### src/rtl/bird_spawner.sv
// Single bird slot: picks a random spawn row, flies it left-to-right at a
// frame-paced speed, and handles hits, a respawn delay and escapes off-screen.
module bird_spawner #(
    parameter logic [15:0] SEED          = 16'hACE1,
    parameter int          X_MAX         = 159,
    parameter int          Y_MIN         = 10,
    parameter int          RESPAWN_DELAY = 30
) (
    input  logic       clock,
    input  logic       reset,
    input  logic       frame_tick,
    input  logic       enable,
    input  logic [3:0] move_freq,
    input  logic       hit,
    output logic [7:0] x,
    output logic [6:0] y,
    output logic       active,
    output logic       respawn,
    output logic       escaped
);
    // An all-zero Galois LFSR would lock up, so a zero seed is replaced.
    localparam logic [15:0] SEED_EFF   = (SEED == 16'h0000) ? 16'h0001 : SEED;
    localparam logic [15:0] LFSR_MASK  = 16'hB400;
    localparam int          DW         = (RESPAWN_DELAY < 2) ? 1 : $clog2(RESPAWN_DELAY + 1);
    localparam logic [DW-1:0] DELAY_LOAD = DW'(RESPAWN_DELAY);
    localparam logic [DW-1:0] DELAY_ONE  = DW'(1);
    localparam logic [7:0]  X_LAST     = 8'(X_MAX);
    localparam logic [6:0]  Y_BASE     = 7'(Y_MIN);

    typedef enum logic [1:0] {
        S_IDLE  = 2'd0,
        S_SPAWN = 2'd1,
        S_FLY   = 2'd2,
        S_DEAD  = 2'd3
    } state_t;

    state_t        state_r, state_nxt;
    logic [15:0]   lfsr_r, lfsr_nxt;
    logic [3:0]    frame_cnt_r, frame_cnt_nxt;
    logic [DW-1:0] delay_cnt_r, delay_cnt_nxt;
    logic [7:0]    x_nxt;
    logic [6:0]    y_nxt;
    logic          respawn_nxt, escaped_nxt;
    logic [4:0]    eff_freq_s, frame_inc_s;
    logic [6:0]    pick_s;

    function automatic logic [15:0] lfsr_advance(input logic [15:0] v);
        return (v >> 1) ^ (v[0] ? LFSR_MASK : 16'h0000);
    endfunction

    // Next-state and next-output decode; enable outranks hit, hit outranks a step.
    always_comb begin
        lfsr_nxt      = lfsr_advance(lfsr_r);
        pick_s        = lfsr_r[6:0];
        eff_freq_s    = (move_freq == 4'd0) ? 5'd1 : {1'b0, move_freq};
        frame_inc_s   = {1'b0, frame_cnt_r} + 5'd1;
        state_nxt     = state_r;
        x_nxt         = x;
        y_nxt         = y;
        frame_cnt_nxt = frame_cnt_r;
        delay_cnt_nxt = delay_cnt_r;
        respawn_nxt   = 1'b0;
        escaped_nxt   = 1'b0;
        if (!enable) begin
            state_nxt = S_IDLE;
        end else begin
            case (state_r)
                S_IDLE: begin
                    state_nxt = S_SPAWN;
                end
                S_SPAWN: begin
                    if (pick_s < 7'd100) begin
                        state_nxt     = S_FLY;
                        x_nxt         = 8'd0;
                        y_nxt         = Y_BASE + pick_s;
                        frame_cnt_nxt = 4'd0;
                        respawn_nxt   = 1'b1;
                    end else begin
                        state_nxt = S_SPAWN;
                    end
                end
                S_FLY: begin
                    if (hit) begin
                        state_nxt     = S_DEAD;
                        delay_cnt_nxt = DELAY_LOAD;
                    end else if (frame_tick) begin
                        if (frame_inc_s >= eff_freq_s) begin
                            frame_cnt_nxt = 4'd0;
                            if (x == X_LAST) begin
                                state_nxt   = S_SPAWN;
                                x_nxt       = 8'd0;
                                escaped_nxt = 1'b1;
                            end else begin
                                x_nxt = x + 8'd1;
                            end
                        end else begin
                            frame_cnt_nxt = frame_inc_s[3:0];
                        end
                    end else begin
                        frame_cnt_nxt = frame_cnt_r;
                    end
                end
                S_DEAD: begin
                    // A zero delay load also lands here on the first tick.
                    if (frame_tick) begin
                        if (delay_cnt_r <= DELAY_ONE) begin
                            state_nxt     = S_SPAWN;
                            delay_cnt_nxt = {DW{1'b0}};
                        end else begin
                            delay_cnt_nxt = delay_cnt_r - DELAY_ONE;
                        end
                    end else begin
                        delay_cnt_nxt = delay_cnt_r;
                    end
                end
                default: begin
                    state_nxt = S_IDLE;
                end
            endcase
        end
    end

    // State, counters, LFSR and all outputs are registered together.
    always_ff @(posedge clock) begin
        if (reset) begin
            state_r     <= S_IDLE;
            lfsr_r      <= SEED_EFF;
            frame_cnt_r <= 4'd0;
            delay_cnt_r <= {DW{1'b0}};
            x           <= 8'd0;
            y           <= Y_BASE;
            active      <= 1'b0;
            respawn     <= 1'b0;
            escaped     <= 1'b0;
        end else begin
            state_r     <= state_nxt;
            lfsr_r      <= lfsr_nxt;
            frame_cnt_r <= frame_cnt_nxt;
            delay_cnt_r <= delay_cnt_nxt;
            x           <= x_nxt;
            y           <= y_nxt;
            active      <= (state_nxt == S_FLY);
            respawn     <= respawn_nxt;
            escaped     <= escaped_nxt;
        end
    end
endmodule

### config.mk
export PLATFORM = sky130hd
export DESIGN_NAME = bird_spawner
export DESIGN_NICKNAME = d
export VERILOG_FILES = /design/src/rtl/bird_spawner.sv
export SDC_FILE = /design/constraint.sdc
export NUM_CORES = 1
export LEC_CHECK = 0
export CORE_MARGIN = 1
export CORE_UTILIZATION = 45
export DETAILED_ROUTE_END_ITERATION = 16
export DONT_BUFFER_PORTS = 1
export SYNTH_ARGS = -nofsm -noshare
export SYNTH_HDL_FRONTEND = slang
export SYNTH_SLANG_ARGS = --single-unit
### constraint.sdc
create_clock -name clock -period 6.8 [get_ports clock]
set_clock_uncertainty 0.1 [all_clocks]
set_input_delay 2.04 -clock clock [delete_from_list [all_inputs] [get_ports clock]]
set_output_delay 2.04 -clock clock [all_outputs]
set_load 0.02 [all_outputs]
==> key figures <==
Yosys
  – Number of synthesized register bits: 45
  – Post-synth top area share: 0.447
  – Ys async rst share: 0
  – Area of the mapped netlist: 2010 sq um
  – Post-synth EDFFs: 0
  – Net Count, Synth: 242
  – Post-synthesis sequential area ratio: 0.447
  – Avg Inst Size Synth: 8.99 sq um
  – Netlist cell types: 43
  – Dominant cells by area after synthesis: dfxtp_1 (45%), ha_1 (5.6%), a21oi_1 (3.7%)
  – Main synth FF type: dfxtp_1
  – Yosys top cell by area: dfxtp_1
  – Synth warn: 0
  – Cells after synthesis: 224

STA
  – Slew Viols, Final: 0
  – Tmin final: 3.87 ns
  – RSZ-0062 raised after global routing: false
  – Worst-Margin Slew: 0.862 ns
  – Period utilization: 0.570
  – Slew margin rel.: 0.424
  – Max Clk Rate: 0.258 GHz
  – Endpoints failing setup: 0
  – Final TNS setup: 0 ns
  – Final WS setup: 2.93 ns
  – Final hold violation count: 0

Global route
  – Total global routing overflow: 0
  – Total GRT Usage: 0.181
  – Pin count of the biggest net entering global routing: 38
  – First-pass GRT wire length: 6300 um
  – Vias in the first global route: 1404
  – Initial antenna violation count: 0

Drt
  – Avg WL per Cell: 14.0 um
  – DRC: 0
  – Routed WL: 3850 um
  – 1st-pass router iterations: 4
  – Vias/cell: 5.70
  – Total number of vias: 1562
  – Post-route ant nets: 0
  – Drt first-iter violations: 47

Die
  – I/O pin total: 27
  – Initial core utilization: 0.486
  – Die footprint: 4750 sq um
  – Die Ht: 68.9 um
  – Core ar.: 4140 sq um
  – Die outline width: 68.9 um
  – # rows: 23

Final layout
  – Nets: 241
  – # diodes: 0
  – Leading cell type in the layout, fill and taps excluded: dfxtp_1
  – Final core occ: 0.521
  – Most frequent cells in the layout: dfxtp_1 (45), nor2_1 (17), nand2_1 (16), a21oi_1 (15), o21ai_0 (11)
  – Layout cell share with drive strength beyond 1: 0.103
  – # fillers: 385
  – Area Growth Syn to Fin: 7.27%

Place
  – Place WS: 2.60 ns
  – Detailed placement HPWL: 2740 um
  – GPL Wtd Cong: 0.878
  – Port buffer count: 0

Pwr
  – Flop pwr share: 0.540
  – Worst VDD drop: 0.149 mV
  – Power Internal: 407 uW
  – Comb power frac: 0.048
  – Switching power: 113 uW
  – Switching share of power: 0.217
  – PwrDens: 241 nW/um^2
  – Clock network power share: 0.411
  – Pleak: 0.000797 uW

Flow run
  – Max Cap Viol: 0

CTS
  – Worst-Skew Late Latency: 0.30 ns
  – Setup Fix Bufs, Post-CTS: 0
  – Gates resized, CTS repair: 0
  – Hold_buf cts: 0
  – TritonCTS Sinks: 45
  – Clock Tree Buf Depth: 2
  – Clock buffer count from CTS: 5
  – Worst-path clk slew: 0.09 ns
  – CTS tree: yes
  – Root buf cell: clkbuf_8
  – H-tree levels: 2

Worst setup path
  – CP endpoint kind: register
  – CP Launch Point: move_freq[2]
  – RR Startpoint: frame_cnt_r[0]$_SDFFE_PP0P_
  – Worst path required time: 6.90 ns
  – Critical path data arrival time: 3.98 ns
  – Kind of critical path: in2reg
  – Crit start category: input port
  – CP max FO: 14

Hold path
  – Hold_sp: lfsr_r[7]$_SDFF_PP1_
  – Worst Hold Class: reg2reg

Outcome
  – Outcome: completed
## stage by stage
step	area (sq um)	hold slack, ns	instances	total power (uW)
final	2160	0.319	274	521
after global routing	2160	0.333	274	544
after CTS	2160	0.323	274	528
after detailed placement	2040	0.298	266	313
after global placement	2040	0.296	266	311
after floorplan	2010	0.289	224	311
## area by class of cell
| cell class | count | area, sq um | share of cell area |
|---|---|---|---|
| clock buffers | 6 | 82.6 | 0.0382 |
| well taps | 50 | 62.6 | 0.0290 |
| inverters | 8 | 30.0 | 0.0139 |
| flip-flops and latches | 45 | 901 | 0.417 |
| clock inverters | 2 | 41.3 | 0.0191 |
| multi-input cells | 163 | 1040 | 0.483 |
## cells by family after synthesis
logic type               after synthesis  synth area share
multiplexers                           2            0.0106
AO/OA/AOI/OAI                         53             0.170
buffers and inverters                 16            0.0348
AND/OR/NAND/NOR                       91             0.247
XOR/XNOR                               8            0.0348
adder cells (fa/ha/maj)                9            0.0559
flip-flops                            45             0.447
## critical path, cell delays in order
cell and delay [ns]:
inv_1 0.03, a31o_2 0.24, ha_1 0.26, nor2b_1 0.09, o21ai_0 0.15, a21boi_1 0.69, a2111oi_0 0.26, a21o_1 0.21
## power by group through the flow
stage	Sequential, uW	Clock (uW)	Combinational, uW
finish	281	214	25.2
global route	283	233	28.8
CTS	281	221	25.7
detailed placement	287	0	25.6
global placement	287	0	24.4
floorplan	285	0	26.0
## metal layers
layer / GRT usage / vias to the layer above / share of wire / wire [um]
met2: 0.299 / 27 / 0.47 / 1810
met4: 0.0689 / 0 / 0.012 / 46
met1: 0.222 / 734 / 0.48 / 1830
li1: - / 796 / - / -
met3: 0.0526 / 5 / 0.042 / 161
met5: 0 / - / 0 / 0
## flip-flops by register name, summed over array words and instances, names as in the netlist
name / flops
escaped: 1
respawn: 1
lfsr_r: 16
active: 1
x: 8
state_r: 2
delay_cnt_r: 5
frame_cnt_r: 4
y: 7
## synth_stat cells (all sizes together) (5+ instances only)
cell type and count:
o21ai 11, nand2 17, nand3 10, ha 9, clkbuf 5, inv 8
nor2 17, a211oi 6, a21oi 15, dfxtp 45, or2 10, nor2b 10
and3 5, xnor2 6
## worst paths after layout
path                                              to  slack (ns)  cells after the start
worst max-delay path               x[7]$_SDFFE_PP0P_        2.93                      8
worst min-delay path            lfsr_r[6]$_SDFF_PP1_        0.32                      1
worst max register to register     x[7]$_SDFFE_PP0P_        3.84                      9
worst min register to register  lfsr_r[6]$_SDFF_PP1_        0.32                      1
(Power assumes the default switching activity.)
